$ cat config.mk
export PLATFORM = sky130hd
export DESIGN_NAME = fwft_prefetch_ctrl_flat
export DESIGN_NICKNAME = d
export VERILOG_FILES = /design/src/rtl/fwft_prefetch_ctrl_if.sv /design/src/rtl/fwft_prefetch_ctrl.sv /design/src/flat_wrapper.sv
export SDC_FILE = /design/constraint.sdc
export NUM_CORES = 1
export LEC_CHECK = 0
export BUFFER_PORTS_ARGS = -buffer_cell sky130_fd_sc_hd__buf_2
export CORE_ASPECT_RATIO = 1.5
export CORE_MARGIN = 3
export CORE_UTILIZATION = 26
export CTS_CLUSTER_DIAMETER = 60
export DETAILED_ROUTE_END_ITERATION = 7
export GPL_ROUTABILITY_DRIVEN = 0
export SYNTH_ARGS = -nofsm -noshare
export SYNTH_HDL_FRONTEND = slang
export SYNTH_SLANG_ARGS = --single-unit
export TNS_END_PERCENT = 10
$ cat constraint.sdc
create_clock -name clk -period 10.08 [get_ports clk]
set_input_delay 2.016 -clock clk [delete_from_list [all_inputs] [get_ports clk]]
set_output_delay 2.016 -clock clk [all_outputs]
set_load 0.05 [all_outputs]
$ cat src/rtl/fwft_prefetch_ctrl_if.sv
// Read-side bundle of the FWFT prefetch controller: the standard-read core port on one
// side and the first-word-fall-through consumer port on the other.
interface fwft_prefetch_ctrl_if #(
  parameter int unsigned DATA_WIDTH = 102,
  parameter int unsigned SB_WIDTH   = 2,
  parameter int unsigned CNT_WIDTH  = 5
) ();

  // Core FIFO read port
  logic                  core_empty;
  logic                  core_rd_en;
  logic [DATA_WIDTH-1:0] core_rd_data;
  logic [SB_WIDTH-1:0]   core_rd_sb;
  logic                  core_rd_data_val;
  logic [CNT_WIDTH-1:0]  core_data_count;

  // Consumer FWFT port
  logic                  rd_en;
  logic [DATA_WIDTH-1:0] rd_data;
  logic [SB_WIDTH-1:0]   rd_sb;
  logic                  rd_data_val;
  logic                  empty;

  // Controller view
  modport master (
    input  core_empty, core_rd_data, core_rd_sb, core_rd_data_val, core_data_count, rd_en,
    output core_rd_en, rd_data, rd_sb, rd_data_val, empty
  );

  // Environment view (core model and consumer)
  modport slave (
    output core_empty, core_rd_data, core_rd_sb, core_rd_data_val, core_data_count, rd_en,
    input  core_rd_en, rd_data, rd_sb, rd_data_val, empty
  );

endinterface

$ cat src/rtl/fwft_prefetch_ctrl.sv
// FWFT prefetch controller: issues reads to a fixed-latency core FIFO, lands the returns in a
// small ring buffer and presents the head word registered to the consumer. In-flight reads are
// counted explicitly so a clear can discard the stale returns that are still in the RAM pipe.
module fwft_prefetch_ctrl #(
  parameter int unsigned DATA_WIDTH     = 102,
  parameter int unsigned SB_WIDTH       = 2,
  parameter int unsigned RAM_PIPE_STAGE = 2,
  parameter int unsigned CNT_WIDTH      = 5
) (
  input  logic                                 clk,
  input  logic                                 rst_n,
  input  logic                                 clear,
  input  logic [$clog2(RAM_PIPE_STAGE+3)-1:0]  pref_limit,
  fwft_prefetch_ctrl_if.master                 bus,
  output logic [CNT_WIDTH:0]                   data_count,
  output logic                                 udf_int,
  output logic                                 proto_err
);

  localparam int unsigned PRE_REG_NUM = RAM_PIPE_STAGE + 2;
  localparam int unsigned LW          = $clog2(PRE_REG_NUM + 1);
  localparam int unsigned PW          = $clog2(PRE_REG_NUM);
  localparam int unsigned WW          = DATA_WIDTH + SB_WIDTH;

  localparam logic [LW-1:0] LimMax  = LW'(PRE_REG_NUM);
  localparam logic [PW-1:0] PtrLast = PW'(PRE_REG_NUM - 1);

  logic [WW-1:0] mem_q [PRE_REG_NUM];
  logic [WW-1:0] head;

  logic [PW-1:0] wp_q, wp_d, rp_q, rp_d;
  logic [LW-1:0] occ_q, occ_d, infl_q, infl_d, drop_q, drop_d;
  logic          udf_q, udf_d, proto_q, proto_d;

  logic [LW-1:0] eff_lim;
  logic [LW:0]   level;
  logic [LW:0]   pend;
  logic          issue, push, pop, stray, head_val;

  // Issue, return and pop qualifiers
  always_comb begin
    eff_lim  = (pref_limit == '0 || pref_limit > LimMax) ? LimMax : pref_limit;
    level    = {1'b0, occ_q} + {1'b0, infl_q};
    head_val = (occ_q != '0);
    // No credit is taken for a same-cycle pop, so issue never depends on rd_en.
    issue    = ~bus.core_empty & ~clear & (drop_q == '0) & (level < {1'b0, eff_lim});
    push     = bus.core_rd_data_val & (drop_q == '0) & (infl_q != '0) & ~clear;
    stray    = bus.core_rd_data_val & (drop_q == '0) & (infl_q == '0);
    pop      = bus.rd_en & head_val;
    // Outstanding returns to throw away; only one of drop/infl can be non-zero here.
    pend     = {1'b0, drop_q} + {1'b0, infl_q};
  end

  // Next-state for pointers, counters and flags
  always_comb begin
    wp_d    = wp_q;
    rp_d    = rp_q;
    occ_d   = occ_q;
    infl_d  = infl_q;
    drop_d  = drop_q;
    udf_d   = udf_q;
    proto_d = proto_q;
    if (clear) begin
      wp_d    = '0;
      rp_d    = '0;
      occ_d   = '0;
      infl_d  = '0;
      drop_d  = (pend != '0) ? LW'(pend - (LW+1)'(bus.core_rd_data_val)) : '0;
      udf_d   = 1'b0;
      proto_d = 1'b0;
    end else begin
      if (push) begin
        wp_d = (wp_q == PtrLast) ? '0 : wp_q + PW'(1);
      end
      if (pop) begin
        rp_d = (rp_q == PtrLast) ? '0 : rp_q + PW'(1);
      end
      occ_d  = occ_q + LW'(push) - LW'(pop);
      infl_d = infl_q + LW'(issue) - LW'(push);
      if (drop_q != '0 && bus.core_rd_data_val) begin
        drop_d = drop_q - LW'(1);
      end
      udf_d   = bus.rd_en & ~head_val;
      proto_d = proto_q | stray;
    end
  end

  // State registers and ring buffer, synchronous reset
  always_ff @(posedge clk) begin
    if (!rst_n) begin
      wp_q    <= '0;
      rp_q    <= '0;
      occ_q   <= '0;
      infl_q  <= '0;
      drop_q  <= '0;
      udf_q   <= 1'b0;
      proto_q <= 1'b0;
      for (int unsigned i = 0; i < PRE_REG_NUM; i++) begin
        mem_q[i] <= '0;
      end
    end else begin
      wp_q    <= wp_d;
      rp_q    <= rp_d;
      occ_q   <= occ_d;
      infl_q  <= infl_d;
      drop_q  <= drop_d;
      udf_q   <= udf_d;
      proto_q <= proto_d;
      if (push) begin
        mem_q[wp_q] <= {bus.core_rd_sb, bus.core_rd_data};
      end
    end
  end

  // Outputs: head word straight from the buffer registers, counts combinational
  always_comb begin
    head            = mem_q[rp_q];
    bus.rd_data     = head[DATA_WIDTH-1:0];
    bus.rd_sb       = head[WW-1:DATA_WIDTH];
    bus.rd_data_val = head_val;
    bus.empty       = ~head_val;
    bus.core_rd_en  = issue;
    data_count      = (CNT_WIDTH+1)'(bus.core_data_count) + (CNT_WIDTH+1)'(occ_q)
                    + (CNT_WIDTH+1)'(infl_q);
    udf_int         = udf_q;
    proto_err       = proto_q;
  end

endmodule

$ cat src/flat_wrapper.sv
// flat-port wrapper written by rule: the top's interface ports become plain ports
module fwft_prefetch_ctrl_flat 
#(
  parameter int unsigned DATA_WIDTH     = 102,
  parameter int unsigned SB_WIDTH       = 2,
  parameter int unsigned RAM_PIPE_STAGE = 2,
  parameter int unsigned CNT_WIDTH      = 5
)
  (clk, rst_n, clear, pref_limit, data_count, udf_int, proto_err, bus_core_empty, bus_core_rd_data, bus_core_rd_sb, bus_core_rd_data_val, bus_core_data_count, bus_rd_en, bus_core_rd_en, bus_rd_data, bus_rd_sb, bus_rd_data_val, bus_empty);
  fwft_prefetch_ctrl_if #(.DATA_WIDTH(DATA_WIDTH), .SB_WIDTH(SB_WIDTH), .CNT_WIDTH(CNT_WIDTH)) bus_i ();
  input  logic clk;
  input  logic rst_n;
  input  logic clear;
  input  logic [$clog2(RAM_PIPE_STAGE+3)-1:0] pref_limit;
  output logic [CNT_WIDTH:0] data_count;
  output logic udf_int;
  output logic proto_err;
  input wire logic [$bits(bus_i.core_empty)-1:0] bus_core_empty;
  input wire logic [$bits(bus_i.core_rd_data)-1:0] bus_core_rd_data;
  input wire logic [$bits(bus_i.core_rd_sb)-1:0] bus_core_rd_sb;
  input wire logic [$bits(bus_i.core_rd_data_val)-1:0] bus_core_rd_data_val;
  input wire logic [$bits(bus_i.core_data_count)-1:0] bus_core_data_count;
  input wire logic [$bits(bus_i.rd_en)-1:0] bus_rd_en;
  output wire logic [$bits(bus_i.core_rd_en)-1:0] bus_core_rd_en;
  output wire logic [$bits(bus_i.rd_data)-1:0] bus_rd_data;
  output wire logic [$bits(bus_i.rd_sb)-1:0] bus_rd_sb;
  output wire logic [$bits(bus_i.rd_data_val)-1:0] bus_rd_data_val;
  output wire logic [$bits(bus_i.empty)-1:0] bus_empty;
  assign bus_i.core_empty = bus_core_empty;
  assign bus_i.core_rd_data = bus_core_rd_data;
  assign bus_i.core_rd_sb = bus_core_rd_sb;
  assign bus_i.core_rd_data_val = bus_core_rd_data_val;
  assign bus_i.core_data_count = bus_core_data_count;
  assign bus_i.rd_en = bus_rd_en;
  assign bus_core_rd_en = bus_i.core_rd_en;
  assign bus_rd_data = bus_i.rd_data;
  assign bus_rd_sb = bus_i.rd_sb;
  assign bus_rd_data_val = bus_i.rd_data_val;
  assign bus_empty = bus_i.empty;
  fwft_prefetch_ctrl #(.DATA_WIDTH(DATA_WIDTH), .SB_WIDTH(SB_WIDTH), .RAM_PIPE_STAGE(RAM_PIPE_STAGE), .CNT_WIDTH(CNT_WIDTH)) u_core (.clk(clk), .rst_n(rst_n), .clear(clear), .pref_limit(pref_limit), .bus(bus_i), .data_count(data_count), .udf_int(udf_int), .proto_err(proto_err));
endmodule
==> metrics.cfg <==
[place]
dp_hpwl_um=29900
placement.io_buffers=232

[synthesis]
synth-xor-area-share=0.00421
synth_cells=1276
synth_seq_cells=433
yosysWarnings=0
synth_top_area_frac=0.667
netlist_top_cells_area=sky130_fd_sc_hd__edfxtp_1 (67%), sky130_fd_sc_hd__mux4_2 (13%), sky130_fd_sc_hd__nor2_1 (7.6%)
synth_top_family_by_area=multiplexers
synth_adder_area_share=0.0232
synthesis.nets=1424
yosys_most_used_dff=sky130_fd_sc_hd__edfxtp_1
register_area_share_after_synthesis=0.685
synth-simple-area-share=0.123
synth_compound_area_frac=0.00855
synth_area_um2=18700
synth_area_leader_cell=sky130_fd_sc_hd__edfxtp_1
yosys.cell_types.count=39
edff_count_synth=416
synth.area.mux_share=0.126
synthesis.area_per_instance_um2=14.7
synth_async_sr_flop_share=0

[grt]
grt_first_pass_wirelength_um=74200
antenna_found_initial=3
grt_usage=0.131
grt_start_max_net_pins=88
grt_overflow=0
via_count_of_the_first_global_routing_pass=12145

[min_path]
holdCritPathClass=flip-flop to flip-flop
holdPathEnd=u_core.proto_err
timing.hold.worst_path_depth=2
timing.hold.worst.start=u_core.proto_err

[floorplan]
design.die.area_um2=75400
die-height_um=335
die_w_um=225
ios=233
initial_core_util=0.265
placementRows=119
core_area_um2=70700

[cts]
numCtsBuffers=44
tritoncts=built
htreeDepth=2
clkSlewWorstSetupHoldPaths_ps=60
clock-root-buffer=sky130_fd_sc_hd__clkbuf_16
cts.sink_count=433
clock_insertion_delay_worst_skew_ps=570
postCtsSetupRepairBufs=0
ctsHoldBuffers=0
cts_repair_resize_count=0
cts-root-to-sink-buffers=3

[cells_and_area]
mostFrequentLayoutCell=sky130_fd_sc_hd__edfxtp_1
area_growth_syn_to_layout_pct=18.9
drive_gt1_frac=0.321
final_util=0.315
most_used_cells_in_the_layout_excluding_fill_and_tap_cells=sky130_fd_sc_hd__edfxtp_1 (416), sky130_fd_sc_hd__nor2_1 (378), sky130_fd_sc_hd__buf_2 (232)
design.final.nets=1632

[routing]
num_vias=11131
drtPass1Iterations=5
detail_route_antenna_nets=0
drt-wirelength-per-cell_um=20.5
wl_final_um=49800
dr.first_iter.drc_count=799
drc_errors=0
routed_via_density=4.58

[sta]
tightestPinTransition_ps=1150
maxSlewHeadroom=0.233
finalHoldViolations=0
period_share=0.578
finalSetupViolations=0
worst_clock_skew_ps=19.2
final.min_clock_period_ps=5820
whs_ps=476
finalMaxSlewViolations=0
grt_setup_unrepaired=no
max_freq_ghz=0.172

[pwr]
powerDensity_nw_per_um2=180
leakagePower_nw=7.75
maximum_vdd_drop_mv=0.108

[critical_path]
crit-reg2reg-launch=u_core.drop_q[1]
timing.setup.critical_path_class=input port to primary output
timing.critical_path.slowest_cell_delay_ps=550
crit_family=adder cells
critical-path-slowest-cell=sky130_fd_sc_hd__fa_1
worst-r2r-setup-slack_ps=5220
crit-reg2reg-capture=u_core.mem_q[2][67]
critical_path_required_ps=8060
cp_max_fo=2
critPathArrivalTime_ps=3810
startpoint_type=input port
cells_along_the_critical_path=buf_2 > fa_1 > ha_1 > inv_1 > fa_1 > nor2b_1 > o21a_1 > buf_2
worst_setup_path_end_kind=primary output
reg2reg_depth=7
worst-path-buf-inv=3

[flow_run]
number_of_max_capacitance_violations_reported=0

[run_status]
status=finished, final reports clean

==> metrics by stage <==
stage	instances	area (um2)	power, mW	TNS, ps	worst slack, ps
6_report	2428	22300	4.01	0	4260
5_1_grt	2427	22300	4.15	0	4140
4_1_cts	2426	22300	4.07	0	4230
3_5_place_dp	2345	20800	2.37	0	3930
3_3_place_gp	2345	20800	2.36	0	3930
2_1_floorplan	1276	18700	2.27	-65420	-629
==> registers in the layout (all words and copies together), names as in the netlist, named ones only <==
name              cells
u_core.rp_q           2
u_core.drop_q         3
u_core.infl_q         3
u_core.wp_q           2
u_core.mem_q        416
u_core.occ_q          3
u_core.proto_err      1
u_core.udf_int        1
==> layout make-up <==
type / instances / area [um2]
diodes: 2 / 5.00
clock buffers: 52 / 1150
clock inverters: 29 / 339
fillers: 6946 / 48500
inverters: 25 / 93.8
multi-input cells: 732 / 5410
flip-flops and latches: 433 / 12800
well taps: 907 / 1130
repair buffers: 248 / 1290
==> cells in the mapped netlist, types with 3 or more instances <==
| cell type | instances |
|---|---|
| sky130_fd_sc_hd__a21oi_1 | 7 |
| sky130_fd_sc_hd__or3_1 | 4 |
| sky130_fd_sc_hd__nor2_2 | 50 |
| sky130_fd_sc_hd__buf_1 | 3 |
| sky130_fd_sc_hd__nor2_1 | 378 |
| sky130_fd_sc_hd__nand2b_1 | 3 |
| sky130_fd_sc_hd__inv_1 | 25 |
| sky130_fd_sc_hd__xnor2_1 | 6 |
| sky130_fd_sc_hd__nand2_1 | 113 |
| sky130_fd_sc_hd__and2_1 | 3 |
| sky130_fd_sc_hd__fa_1 | 8 |
| sky130_fd_sc_hd__edfxtp_1 | 416 |
| sky130_fd_sc_hd__o31ai_1 | 3 |
| sky130_fd_sc_hd__buf_6 | 14 |
| sky130_fd_sc_hd__clkbuf_1 | 43 |
| sky130_fd_sc_hd__ha_1 | 22 |
| sky130_fd_sc_hd__a31oi_1 | 5 |
| sky130_fd_sc_hd__xor2_1 | 3 |
| sky130_fd_sc_hd__dfxtp_1 | 17 |
| sky130_fd_sc_hd__buf_2 | 25 |
| sky130_fd_sc_hd__mux4_2 | 104 |
==> how the worst max path moves through the flow <==
| stage | depth (start not counted) | start | slack (ps) | to |
|---|---|---|---|---|
| 6_report | 8 | bus_core_data_count[1] | 4260 | data_count[5] |
| 5_1_grt | 8 | bus_core_data_count[1] | 4140 | data_count[5] |
| 4_1_cts | 8 | bus_core_data_count[1] | 4230 | data_count[5] |
| 3_5_place_dp | 5 | bus_core_rd_data_val | 3930 | u_core.mem_q[2][72] |
| 3_3_place_gp | 5 | bus_core_rd_data_val | 3930 | u_core.mem_q[2][68] |
| 2_1_floorplan | 5 | bus_core_rd_data_val | -630 | u_core.mem_q[0][0] |
==> layer usage <==
metal | global-route usage | part of all wire | vias to the layer above | routed length, um
li1 | - | - | 4999 | -
met1 | 0.157 | 0.39 | 5718 | 19600
met2 | 0.239 | 0.53 | 339 | 26600
met3 | 0.0188 | 0.046 | 75 | 2300
met4 | 0.0465 | 0.029 | 0 | 1420
met5 | 0 | 0 | - | 0
==> worst reg2reg max path, cell delays in order (launching register included) <==
cell and delay, ps:
sky130_fd_sc_hd__dfxtp_1 330, sky130_fd_sc_hd__inv_1 130, sky130_fd_sc_hd__ha_1 210, sky130_fd_sc_hd__nor2b_4 280, sky130_fd_sc_hd__nand3b_4 830, sky130_fd_sc_hd__or3b_4 1130, sky130_fd_sc_hd__o21ai_4 670, sky130_fd_sc_hd__buf_4 820
==> cells by family (layout without fill, tap and decap cells) <==
group / Yosys count / after routing
AND/OR/NAND/NOR: 562 / 562
flip-flops: 433 / 433
multiplexers: 106 / 106
buffers and inverters: 111 / 354
XOR/XNOR: 9 / 9
adder cells (fa/ha/maj): 30 / 30
other: 0 / 2
AO/OA/AOI/OAI: 25 / 25
==> where the power goes <==
group / switching [mW] / leakage (nW) / total [mW] / internal [mW]
combinational: 0.203 / 2.61 / 0.275 / 0.0727
clock: 0.712 / 0.711 / 1.69 / 0.981
sequential: 0.0178 / 4.44 / 2.05 / 2.03
(Power assumes the default switching activity.)
